===== src/rtl/clk_div_multi_pkg.sv =====
// rtl/clk_div_multi_pkg.sv - shared period constants and width helpers for the tick generator
package clk_div_multi_pkg;

    localparam int DIV_1KHZ  = 50000;
    localparam int DIV_100HZ = 500000;  // needs W >= 19

    function automatic int clog2(input int n);
        int r;
        int v;
        r = 0;
        v = n - 1;
        while (v > 0) begin
            r = r + 1;
            v = v >> 1;
        end
        return r;
    endfunction

    // Channel-select width, never narrower than one bit.
    function automatic int sel_width(input int n);
        return (n > 1) ? clog2(n) : 1;
    endfunction

endpackage


===== src/rtl/clk_div_chan.sv =====
// rtl/clk_div_chan.sv - one divider channel: counter, active/pending period, square wave and tick
module clk_div_chan
    import clk_div_multi_pkg::*;
#(
    parameter int W           = 16,
    parameter int DEFAULT_DIV = DIV_1KHZ
) (
    input  logic         clk,
    input  logic         reset,
    input  logic         en_i,
    input  logic         sync_i,
    input  logic         wr_i,
    input  logic [W-1:0] wr_div_i,
    output logic         clk_o,
    output logic         tick_o,
    output logic         pend_o
);

    logic [W-1:0] cnt_q, cnt_d;
    logic [W-1:0] div_q, div_d;
    logic [W-1:0] pend_div_q, pend_div_d;
    logic         pend_q, pend_d;
    logic         clk_q, clk_d;
    logic         last;
    logic         wrap;
    logic         apply;
    logic [W-1:0] thr;

    always_comb begin
        last       = (div_q != '0) && (cnt_q == div_q - W'(1));
        wrap       = en_i && last;
        apply      = pend_q && (sync_i || wrap || (div_q == '0));

        cnt_d      = cnt_q;
        if (sync_i || (div_q == '0)) begin
            cnt_d = '0;
        end else if (en_i) begin
            cnt_d = last ? '0 : cnt_q + W'(1);
        end

        div_d      = apply ? pend_div_q : div_q;
        pend_div_d = wr_i ? wr_div_i : pend_div_q;
        // A write landing on the wrap edge re-arms pend instead of being consumed.
        pend_d     = wr_i ? 1'b1 : (apply ? 1'b0 : pend_q);

        // Square wave is registered from next-state values so it tracks cnt with no lag.
        thr        = div_d - (div_d >> 1);
        clk_d      = (div_d != '0) && (cnt_d >= thr);
    end

    always_ff @(posedge clk or posedge reset) begin
        if (reset) begin
            cnt_q      <= '0;
            div_q      <= W'(DEFAULT_DIV);
            pend_div_q <= '0;
            pend_q     <= 1'b0;
            clk_q      <= 1'b0;
        end else begin
            cnt_q      <= cnt_d;
            div_q      <= div_d;
            pend_div_q <= pend_div_d;
            pend_q     <= pend_d;
            clk_q      <= clk_d;
        end
    end

    assign clk_o  = clk_q;
    assign tick_o = wrap && !sync_i;
    assign pend_o = pend_q;

endmodule


===== src/rtl/clk_div_multi.sv =====
// rtl/clk_div_multi.sv - multi-channel programmable tick generator: write decode and channel fan-out
module clk_div_multi
    import clk_div_multi_pkg::*;
#(
    parameter int NCH         = 4,
    parameter int W           = 16,
    parameter int DEFAULT_DIV = DIV_1KHZ,
    localparam int CW         = sel_width(NCH)
) (
    input  logic           clk,
    input  logic           reset,
    input  logic           en,
    input  logic           sync,
    input  logic           cfg_we,
    input  logic [CW-1:0]  cfg_ch,
    input  logic [W-1:0]   cfg_div,
    output logic [NCH-1:0] clk_o,
    output logic [NCH-1:0] tick_o,
    output logic [NCH-1:0] pend_o
);

    for (genvar i = 0; i < NCH; i++) begin : g_ch
        logic wr;
        // Out-of-range channel numbers match no instance, so those writes fall away.
        assign wr = cfg_we && (cfg_ch == CW'(i));

        clk_div_chan #(
            .W           (W),
            .DEFAULT_DIV (DEFAULT_DIV)
        ) u_chan (
            .clk      (clk),
            .reset    (reset),
            .en_i     (en),
            .sync_i   (sync),
            .wr_i     (wr),
            .wr_div_i (cfg_div),
            .clk_o    (clk_o[i]),
            .tick_o   (tick_o[i]),
            .pend_o   (pend_o[i])
        );
    end

endmodule


===== config.mk =====
export PLATFORM = sky130hd
export DESIGN_NAME = clk_div_multi
export DESIGN_NICKNAME = d
export VERILOG_FILES = /design/src/rtl/clk_div_multi_pkg.sv /design/src/rtl/clk_div_chan.sv /design/src/rtl/clk_div_multi.sv
export SDC_FILE = /design/constraint.sdc
export NUM_CORES = 1
export LEC_CHECK = 0
export ABC_CLOCK_PERIOD_IN_PS = 7960
export CORE_MARGIN = 1.5
export CORE_UTILIZATION = 55
export CTS_CLUSTER_DIAMETER = 40
export CTS_CLUSTER_SIZE = 12
export DETAILED_ROUTE_END_ITERATION = 10
export MAX_ROUTING_LAYER = met4
export PLACE_DENSITY_LB_ADDON = 0.15
export SETUP_SLACK_MARGIN = 0.05
export SYNTH_ARGS = -nofsm -noshare
export SYNTH_HDL_FRONTEND = slang
export SYNTH_SLANG_ARGS = --single-unit

===== constraint.sdc =====
create_clock -name clk -period 7.96 [get_ports clk]
set_input_delay 1.99 -clock clk [delete_from_list [all_inputs] [get_ports clk]]
set_output_delay 1.99 -clock clk [all_outputs]
set_load 0.03 [all_outputs]

[After elaboration in Yosys (flattened, before gate mapping)]
Index checks and enable logic that the tools add are counted.
Storage, ports and cells
  output and inout port bits: 12
  word-level logic and storage cells: 121
  register bits after elaboration: 200
Operators by class
  equality and inequality tests: 7
  muxes and demuxes: 24
  $lt $le $gt $ge: 4
  reduce and logical (&&, ||, !) cells: 54
  $add $sub $neg: 12
Operator list (number)
  16-bit two-way mux: 16
  16-bit nonzero test: 8
  16-bit by 1-bit adder with 16-bit output, second input constant: 4
  16-bit == test: 4
  16-bit >= comparator: 4
  16-bit zero test: 4
  16-bit by 1-bit subtractor with 16-bit output, second input constant: 4
  16-bit by 15-bit subtractor with 16-bit output: 4
  1-bit logical AND: 24
  1-bit logical OR: 12
  1-bit two-way mux: 8
  2-bit nonzero test: 4
  2-bit == test, second input constant: 2
  2-bit by 1-bit == test with 1-bit output, second input constant: 1
  2-bit zero test: 1
  1-bit zero test: 1

[Depth between registers and ports, before layout]
Gate-level depths: netlist of run 1.
  word-level depth: 11
  gate-level depth with buffers: 32
  mapped depth without buffers: 30

[Modules after synthesis]
Synthesis of run 1 repeated with hierarchy kept, for this count alone.
Unflattened totals
  cells, all modules: 1670
  area total of the unflattened synthesis: 15763.9 µm²
By module, submodules not included
  clk_div_chan at g_ch[3].u_chan: instances 1, seq. area each 1258.7 µm², area each 3991.3 µm², cells an instance 417
  clk_div_chan at g_ch[0].u_chan: instances 1, seq. area each 1258.7 µm², area each 3916.3 µm², cells an instance 411
  clk_div_chan at g_ch[2].u_chan: instances 1, seq. area each 1258.7 µm², area each 3916.3 µm², cells an instance 415
  clk_div_chan at g_ch[1].u_chan: instances 1, seq. area each 1258.7 µm², area each 3902.5 µm², cells an instance 423
  clk_div_multi: instances 1, seq. area each 0.0 µm², area each 37.5 µm², cells an instance 4

[Worst setup path after synthesis of run 1]
Ideal clock, no wire load.
  path kind: input port to flip-flop
  start: in en
  end: reg g_ch[3].u_chan.clk_q
  setup time: 0.130 ns
  buffers on the path: 3
  slack: 0.789 ns
  data arrival time: 7.041 ns
  stages on the path: 26
  required time: 7.830 ns
  path through: o211ai_1 > a211oi_1 > o2111ai_1 > a2111oi_1 > a21bo_2 > buf_4 > nand2_2 > buf_1 > buf_2 > mux2i_1 > inv_1 > ha_1 > a21o_1 > a21oi_1 > a21oi_1 > o21ai_0 > and3_1 > a211oi_1 > o41ai_1 > mux2_2 > a2111oi_0 > ha_1 > a211oi_1 > o21ai_0 > o211ai_1 > a21oi_1
On the way
  word-level cells in the longest chain between the ends: 8
  elaborated cells between the ends (all ways): 11
  classes of those cells: 1 x add/sub; 1 x order compare; 3 x mux; 6 x reduce/logical
Ends and longest elaborated chain
  start: declaration: RTL line clk_div_multi.sv:12  | input logic en,
  1-bit logical AND *: RTL line clk_div_chan.sv:31  | wrap = en_i && last;
  1-bit logical OR * (2 in series): RTL line clk_div_chan.sv:32  | apply = pend_q && (sync_i || wrap || (div_q == '0));
  1-bit logical AND *: RTL line clk_div_chan.sv:32
  16-bit two-way mux *: RTL line clk_div_chan.sv:41  | div_d = apply ? pend_div_q : div_q;
  via g_ch[3].u_chan.div_d[1]: RTL line clk_div_chan.sv:20  | logic [W-1:0] div_q, div_d;
  16-bit by 15-bit subtractor with 16-bit output: RTL line clk_div_chan.sv:47  | thr = div_d - (div_d >> 1);
  16-bit >= comparator: RTL line clk_div_chan.sv:48  | clk_d = (div_d != '0) && (cnt_d >= thr);
  1-bit logical AND *: RTL line clk_div_chan.sv:48
  via g_ch[3].u_chan.clk_d: RTL line clk_div_chan.sv:23  | logic clk_q, clk_d;
  end signal: assignment: RTL line clk_div_chan.sv:63  | clk_q <= clk_d;
  end: declaration: RTL line clk_div_chan.sv:23
The timed path passes the listed nets; every way through them passes the cells marked *.
A chain may end at the register's enable or synchronous reset.

[Worst setup path in the final report of run 1]
  start: in en
  end: reg g_ch[1].u_chan.clk_q
On the way
  word-level cells in the longest chain between the ends: 8
  elaborated cells between the ends (all ways): 11
  classes of those cells: 1 x add/sub; 1 x order compare; 3 x mux; 6 x reduce/logical
Ends and longest elaborated chain (RTL line)
  1-bit logical AND *: clk_div_chan.sv:31
  1-bit logical OR * (2 in series): clk_div_chan.sv:32
  1-bit logical AND *: clk_div_chan.sv:32
  16-bit two-way mux *: clk_div_chan.sv:41
  via g_ch[1].u_chan.div_d[1]: clk_div_chan.sv:20
  16-bit by 15-bit subtractor with 16-bit output: clk_div_chan.sv:47
  16-bit >= comparator: clk_div_chan.sv:48
  1-bit logical AND *: clk_div_chan.sv:48
  via g_ch[1].u_chan.clk_d: clk_div_chan.sv:23
  end signal: assignment: clk_div_chan.sv:63
  end: declaration: clk_div_chan.sv:23
Marks and branches as above.

==> impl_metrics.env, run 1 <==
export IMPL_drtPass1Iterations=6
export IMPL_p_per_area_nw_per_um2=349.1
export IMPL_hold_violations=0
export IMPL_synth_area_leaders="dfrtp_1 (28%), ha_1 (12%), mux2_2 (5.8%), xor2_1 (5.3%), xnor2_1 (4.9%)"
export IMPL_first_iter_violations=760
export IMPL_grt_max_degree=144
export IMPL_clk_latency_ps=450
export IMPL_portBuffers=34
export IMPL_power_total_uw=5879
export IMPL_syn_avg_cell_area_um2=9.217
export IMPL_dp_hpwl_mm=28.55
export IMPL_fin_ws_ps=731.0
export IMPL_async_reset_ff_share_pct=100.0
export IMPL_postCtsHoldBufs=0
export IMPL_num_vias=12300
export IMPL_cts_setup_buffers=0
export IMPL_clk_pin_slew_ps=80
export IMPL_p_leak_uw=0.007917
export IMPL_viasPerCell=5.889
export IMPL_grt_pass1_vias=11920
export IMPL_cp_start_kind="primary input"
export IMPL_track_usage_pct=27.06
export IMPL_ir_drop_mv=0.2194
export IMPL_worstHoldEndpoint="g_ch[0].u_chan.pend_div_q[7]$_DFFE_PP0P_"
export IMPL_setup_viol=0
export IMPL_final_cell_area_um2=16840
export IMPL_relSlewSlack_pct=33.74
export IMPL_fin_cells=2088
export IMPL_synth_warnings=0
export IMPL_n_fill_cell=2415
export IMPL_fmax_ghz=0.1383
export IMPL_initial_core_util_pct=55.98
export IMPL_synth_area_um2=15590
export IMPL_finalCriticalPeriod_ps=7229
export IMPL_min_delay_start="g_ch[0].u_chan.pend_div_q[7]$_DFFE_PP0P_"
export IMPL_slew_viol_final=0
export IMPL_synth_edf_count=0
export IMPL_core_um2=27860
export IMPL_rr_worst_depth=30
export IMPL_crit_path_end_kind="flip-flop"
export IMPL_dpl_worst_slack_ps=80.03
export IMPL_dieArea_um2=29370
export IMPL_fp_row_count=61
export IMPL_power_frac_comb_pct=57.0
export IMPL_antenna_found_initial=1
export IMPL_r2r_start="g_ch[0].u_chan.div_q[0]$_DFF_PP0_"
export IMPL_syn_instance_count=1692
export IMPL_wl_per_cell_um=17.92
export IMPL_finClkSkew_ps=17.22
export IMPL_rsz0062_at_grt="no"
export IMPL_sw_frac_of_total_pct=44.69
export IMPL_setup_tns_ps=0
export IMPL_worst_slew_pin_slew_ps=990.9
export IMPL_arrival_ps=7560
export IMPL_layout_nets=1872
export IMPL_die_y_um=171.4
export IMPL_dieWidth_um=171.4
export IMPL_grt_overflow_total=0
export IMPL_synth_cell_types=82
export IMPL_syn_nets=1868
export IMPL_cts_max_path_buffers=2
export IMPL_min_path_cells=1
export IMPL_place_congestion=0.9245
export IMPL_status="finished clean"
export IMPL_wirelength_mm=37.41
export IMPL_critPathRequiredTime_ps=8290
export IMPL_cts_root_buf="clkbuf_16"
export IMPL_seq_area_um2=5035
export IMPL_grt_pass1_wl_mm=60.72
export IMPL_cts_inserted_buffers=17
export IMPL_switchingPower_uw=2628
export IMPL_syn2layout_area_growth_pct=7.999
export IMPL_ios=35
export IMPL_critPathMaxFanout=28
export IMPL_synthFlopType="dfrtp_1"
export IMPL_drc_errors=0
export IMPL_p_seq_share_pct=27.5
export IMPL_cts_sinks=200
export IMPL_hold_path_class="reg -> reg"
export IMPL_synth_seq_area_share_pct=32.28
export IMPL_htree_levels=4
export IMPL_cts_tree="built"
export IMPL_layout_drive_gt1_share_pct=10.94
export IMPL_worst_r2r_setup_slack_ps=1340
export IMPL_r2r_end="g_ch[0].u_chan.clk_o$_DFF_PP0_"
export IMPL_p_clk_share_pct=15.5
export IMPL_post_place_cells=2055
export IMPL_final_antenna_net_count=0
export IMPL_synth_top_area_cell="dfrtp_1"
export IMPL_max_cap_violations=0
export IMPL_synth_top_area_share_pct=28.24
export IMPL_p_int_uw=3252
export IMPL_placed_area_um2=16220
export IMPL_multi_input_area_um2=9822
export IMPL_ys_ff_latch=200
export IMPL_period_share_pct=90.82
export IMPL_crit_type="in -> reg"
[power by group through the flow]
stage	logic (uW)	registers (uW)	clock network (uW)
floorplan	2740	1420	0
global placement	3210	1620	0
detailed placement	3310	1630	0
CTS	3340	1610	922
global route	3790	1650	965
finish	3350	1610	914
[worst max path at each step]
stage	startpoint	to	slack [ps]	cells past startpoint
2_1_floorplan	reset	g_ch[0].u_chan.clk_o$_DFF_PP0_	560	1
3_3_place_gp	en	g_ch[3].u_chan.clk_o$_DFF_PP0_	340	24
3_5_place_dp	en	g_ch[1].u_chan.clk_o$_DFF_PP0_	80	25
4_1_cts	en	g_ch[1].u_chan.clk_o$_DFF_PP0_	520	25
5_1_grt	en	g_ch[3].u_chan.clk_o$_DFF_PP0_	120	24
6_report	en	g_ch[1].u_chan.clk_o$_DFF_PP0_	730	25
[metrics by stage]
stage	util (%)	hold slack (ps)
after floorplan	-	473.7
after global placement	58.23	492.4
after detailed placement	58.23	494.3
after CTS	60.40	510.5
after global routing	60.46	517.6
final	60.46	506.6
[layer usage]
metal / up-vias / routed length, um / track usage [%] / share of wire, %
li1: 5980 / - / - / -
met5: - / 0 / - / 0
met4: 0 / 777 / 7.323 / 2.1
met2: 271 / 17500 / 43.44 / 47
met1: 6000 / 17720 / 36.42 / 47
met3: 46 / 1418 / 3.060 / 3.8
[state kept, by name, summed over array words and instances, names as in the netlist]
register,count
g_ch.u_chan.pend_o,4
g_ch.u_chan.clk_o,4
g_ch.u_chan.cnt_q,64
g_ch.u_chan.div_q,64
g_ch.u_chan.pend_div_q,64
[cell type report]
| class | instances | area share, % |
|---|---|---|
| Clock inverter | 13 | 1.010 |
| Sequential cell | 200 | 29.89 |
| Inverter | 123 | 2.786 |
| Timing Repair Buffer | 47 | 2.600 |
| Multi-Input combinational cell | 1307 | 58.32 |
| Antenna cell | 1 | 0.01486 |
| Clock buffer | 19 | 2.570 |
| Tap cell | 378 | 2.808 |
[cells by family (layout without fill, tap and decap cells)]
kind of cell,Yosys count,in the layout,share of synthesized area [%]
buf+inv,185,202,4.886
compound gates,287,287,12.48
fa+ha+maj,153,153,12.47
xor+xnor,182,182,10.22
mux,142,142,9.788
flops,200,200,32.28
other cells,0,1,0
simple gates,543,543,17.87
[synth_stat cells (24+ instances only)]
master    count
a21o_1       43
a21oi_1      57
a31oi_1      24
clkbuf_1     37
dfrtp_1     176
dfstp_2      24
ha_1        149
inv_1       122
mux2_2       81
mux2i_1      60
nand2_1     119
nand3_1      43
nand4_1      27
nor2_1      159
nor3_1       31
o21ai_0      57
xnor2_1      88
xor2_1       94
[worst max-delay path: stages]
cell and delay, ps:
clkdlybuf4s50_1 480, buf_4 350, nand3_1 150, nor4_1 300, o211ai_1 200, o21ai_2 400
mux2i_1 390, inv_1 140, ha_1 230, fa_1 400, inv_1 70, a21o_1 210
nand2_1 80, a21boi_0 170, or3_1 150, a31oi_1 130, o41ai_2 380, xor2_1 230
ha_1 270, a211oi_1 200, nand2_1 80, a31oi_1 160, o21ai_0 120, a31oi_1 170
o21ai_0 110
[placed cells by master (no fill, tap or decap), types with 27 or more instances in the layout]
cell type        Yosys  final
nor3_1              31     31
o21ai_0             57     57
mux2i_1             60     60
nand3_1             43     43
inv_1              122    121
nor2_1             159    159
mux2_2              81     81
clkdlybuf4s50_1      0     34
dfrtp_1            176    176
a21o_1              43     43
nand2_1            119    119
a21oi_1             57     57
xor2_1              94     94
ha_1               149    149
xnor2_1             88     88
nand4_1             27     27
[repair_timing]
item	CTS	global route
endpoints found under the hold margin	0	0
gates resized for setup	0	2
setup endpoints to repair	0	2
Power figures use the tool's default switching activity.
==> run 2, diff against run 1 <==
--- a/config.mk
+++ b/config.mk
@@ -14,6 +14,7 @@
 export MAX_ROUTING_LAYER = met4
 export PLACE_DENSITY_LB_ADDON = 0.15
 export SETUP_SLACK_MARGIN = 0.05
+export SKIP_LAST_GASP = 1
 export SYNTH_ARGS = -nofsm -noshare
 export SYNTH_HDL_FRONTEND = slang
 export SYNTH_SLANG_ARGS = --single-unit
==> constraint.sdc (replaced) <==
create_clock -name clk -period 7.96 [get_ports clk]
set_input_delay 1.592 -clock clk [delete_from_list [all_inputs] [get_ports clk]]
set_output_delay 1.592 -clock clk [all_outputs]
set_load 0.03 [all_outputs]
==> impl_metrics.env, run 2 (same netlist as run 1, synthesis figures left out) <==
export IMPL_power_total_uw=5881
export IMPL_num_vias=12170
export IMPL_final_antenna_net_count=0
export IMPL_grt_max_degree=140
export IMPL_cp_endpoint="g_ch[3].u_chan.clk_o$_DFF_PP0_"
export IMPL_finalCriticalPeriod_ps=7089
export IMPL_worst_slew_pin_slew_ps=991.0
export IMPL_crit_start="en"
export IMPL_layout_drive_gt1_share_pct=10.73
export IMPL_track_usage_pct=27.16
export IMPL_cts_sinks=200
export IMPL_final_cell_mix="dfrtp_1 (176), nor2_1 (159), ha_1 (149)"
export IMPL_critPathRequiredTime_ps=8270
export IMPL_worst_r2r_setup_slack_ps=1140
export IMPL_critPathMaxFanout=13
export IMPL_wl_per_cell_um=17.78
export IMPL_cp_start_kind="primary input"
export IMPL_cts_inserted_buffers=17
export IMPL_wirelength_mm=37.04
export IMPL_diodes=0
export IMPL_hold_violations=0
export IMPL_ios=35
export IMPL_finClkSkew_ps=12.67
export IMPL_die_y_um=171.4
export IMPL_switchingPower_uw=2610
export IMPL_setup_tns_ps=0
export IMPL_initial_core_util_pct=55.98
export IMPL_reg_top3="g_ch.u_chan.cnt_q: 64 flops, g_ch.u_chan.div_q: 64 flops, g_ch.u_chan.pend_div_q: 64 flops"
export IMPL_layout_nets=1868
export IMPL_crit_type="in -> reg"
export IMPL_first_iter_violations=709
export IMPL_n_fill_cell=2419
export IMPL_dp_hpwl_mm=28.48
export IMPL_place_congestion=0.9109
export IMPL_postCtsHoldBufs=0
export IMPL_ir_drop_mv=0.2378
export IMPL_clk_latency_ps=440
export IMPL_cts_max_path_buffers=2
export IMPL_p_leak_uw=0.007909
export IMPL_hold_path_class="reg -> reg"
export IMPL_clk_pin_slew_ps=80
export IMPL_r2r_start="g_ch[3].u_chan.div_q[5]$_DFF_PP0_"
export IMPL_relSlewSlack_pct=33.74
export IMPL_drtPass1Iterations=5
export IMPL_portBuffers=34
export IMPL_max_cap_violations=0
export IMPL_grt_pass1_vias=11740
export IMPL_p_per_area_nw_per_um2=349.4
export IMPL_fp_row_count=61
export IMPL_status="finished clean"
export IMPL_htree_levels=4
export IMPL_slew_viol_final=0
export IMPL_viasPerCell=5.843
export IMPL_setup_viol=0
export IMPL_arrival_ps=7400
export IMPL_dieWidth_um=171.4
export IMPL_dieArea_um2=29370
export IMPL_cts_setup_buffers=0
export IMPL_layout_commonest_cell="dfrtp_1"
export IMPL_rsz0062_at_grt="no"
export IMPL_cts_tree="built"
export IMPL_fmax_ghz=0.1411
export IMPL_grt_overflow_total=0
export IMPL_period_share_pct=89.06
export IMPL_cts_resized=0
export IMPL_p_clk_share_pct=16.1
export IMPL_grt_pass1_wl_mm=60.76
export IMPL_syn2layout_area_growth_pct=7.935
export IMPL_antenna_found_initial=0
export IMPL_r2r_end="g_ch[3].u_chan.clk_o$_DFF_PP0_"
export IMPL_crit_path_end_kind="flip-flop"
export IMPL_drc_errors=0
export IMPL_p_seq_share_pct=27.5
export IMPL_rr_worst_depth=25
export IMPL_power_frac_comb_pct=56.4
export IMPL_sw_frac_of_total_pct=44.38
export IMPL_core_um2=27860
export IMPL_p_int_uw=3271
export IMPL_cts_root_buf="clkbuf_16"
==> run 2: cell types whose count changed in the layout (fill, tap and decap cells not counted), sizes merged <==
cell | previous run | this run
diode | 1 | 0
clkbuf | 19 | 21
clkinv | 4 | 2
buf | 13 | 9
==> run 2: power by group through the flow <==
| stage | clock [uW] | combinational [uW] | sequential, uW |
|---|---|---|---|
| floorplan | 0 | 2740 | 1420 |
| global placement | 0 | 3190 | 1620 |
| detailed placement | 0 | 3290 | 1630 |
| CTS | 962 | 3320 | 1610 |
| global route | 1000 | 3750 | 1650 |
| finish | 947 | 3320 | 1620 |
==> run 2: worst max-delay path, cell delays in order <==
cell	delay [ps]
clkdlybuf4s50_1	480
o211ai_1	80
a211oi_1	200
o2111ai_1	140
a2111oi_1	350
a21bo_2	230
nand2_2	180
buf_4	280
mux2i_1	280
ha_1	240
inv_1	50
a21o_1	150
a21oi_1	330
a21oi_1	120
o21ai_0	170
and3_1	200
a211oi_1	80
o41ai_1	560
mux2_2	400
a2111oi_0	440
ha_1	340
a211oi_1	210
o21ai_0	120
o211ai_1	100
a21oi_1	80
==> run 2: stage by stage <==
step / instance area [um2] / utilization (%) / setup WS (ps) / hold WS [ps] / instances
CTS: 16830 / 60.42 / 859.1 / 513.9 / 2083
floorplan: 15600 / - / 953.7 / 473.7 / 1692
global route: 16830 / 60.42 / 300.1 / 523.5 / 2083
global placement: 16190 / 58.12 / 580.9 / 490.5 / 2051
detailed placement: 16190 / 58.12 / 467.2 / 497.5 / 2051
finish: 16830 / 60.42 / 870.5 / 510.8 / 2083
==> run 2: how the worst min path moves through the flow <==
stage | start | end | slack [ps] | depth (start not counted)
after floorplan | g_ch[1].u_chan.pend_div_q[2]$_DFFE_PP0P_ | g_ch[1].u_chan.pend_div_q[2]$_DFFE_PP0P_ | 470 | 1
after global placement | g_ch[1].u_chan.pend_div_q[2]$_DFFE_PP0P_ | g_ch[1].u_chan.pend_div_q[2]$_DFFE_PP0P_ | 490 | 1
after detailed placement | g_ch[3].u_chan.pend_div_q[8]$_DFFE_PP0P_ | g_ch[3].u_chan.pend_div_q[8]$_DFFE_PP0P_ | 500 | 1
after CTS | g_ch[3].u_chan.pend_div_q[8]$_DFFE_PP0P_ | g_ch[3].u_chan.pend_div_q[8]$_DFFE_PP0P_ | 510 | 1
after global routing | g_ch[1].u_chan.pend_div_q[2]$_DFFE_PP0P_ | g_ch[1].u_chan.pend_div_q[2]$_DFFE_PP0P_ | 520 | 1
final | g_ch[3].u_chan.pend_div_q[8]$_DFFE_PP0P_ | g_ch[3].u_chan.pend_div_q[8]$_DFFE_PP0P_ | 510 | 1
==> run 2: routing by layer <==
layer | vias up | wire length [um] | GRT usage, %
met2 | 283 | 17470 | 43.62
met3 | 43 | 1523 | 2.876
li1 | 5966 | - | -
met1 | 5878 | 17390 | 36.93
met5 | - | 0 | -
met4 | 0 | 656 | 6.560
==> run 2: final cells by class <==
class | count | area (um2) | share of cell area, %
clock inverters | 11 | 160.2 | 0.9515
flip-flops and latches | 200 | 5035 | 29.91
inverters | 123 | 469.2 | 2.787
repair buffers | 43 | 407.9 | 2.423
well taps | 378 | 473.0 | 2.810
clock buffers | 21 | 480.5 | 2.854
multi-input cells | 1307 | 9807 | 58.26
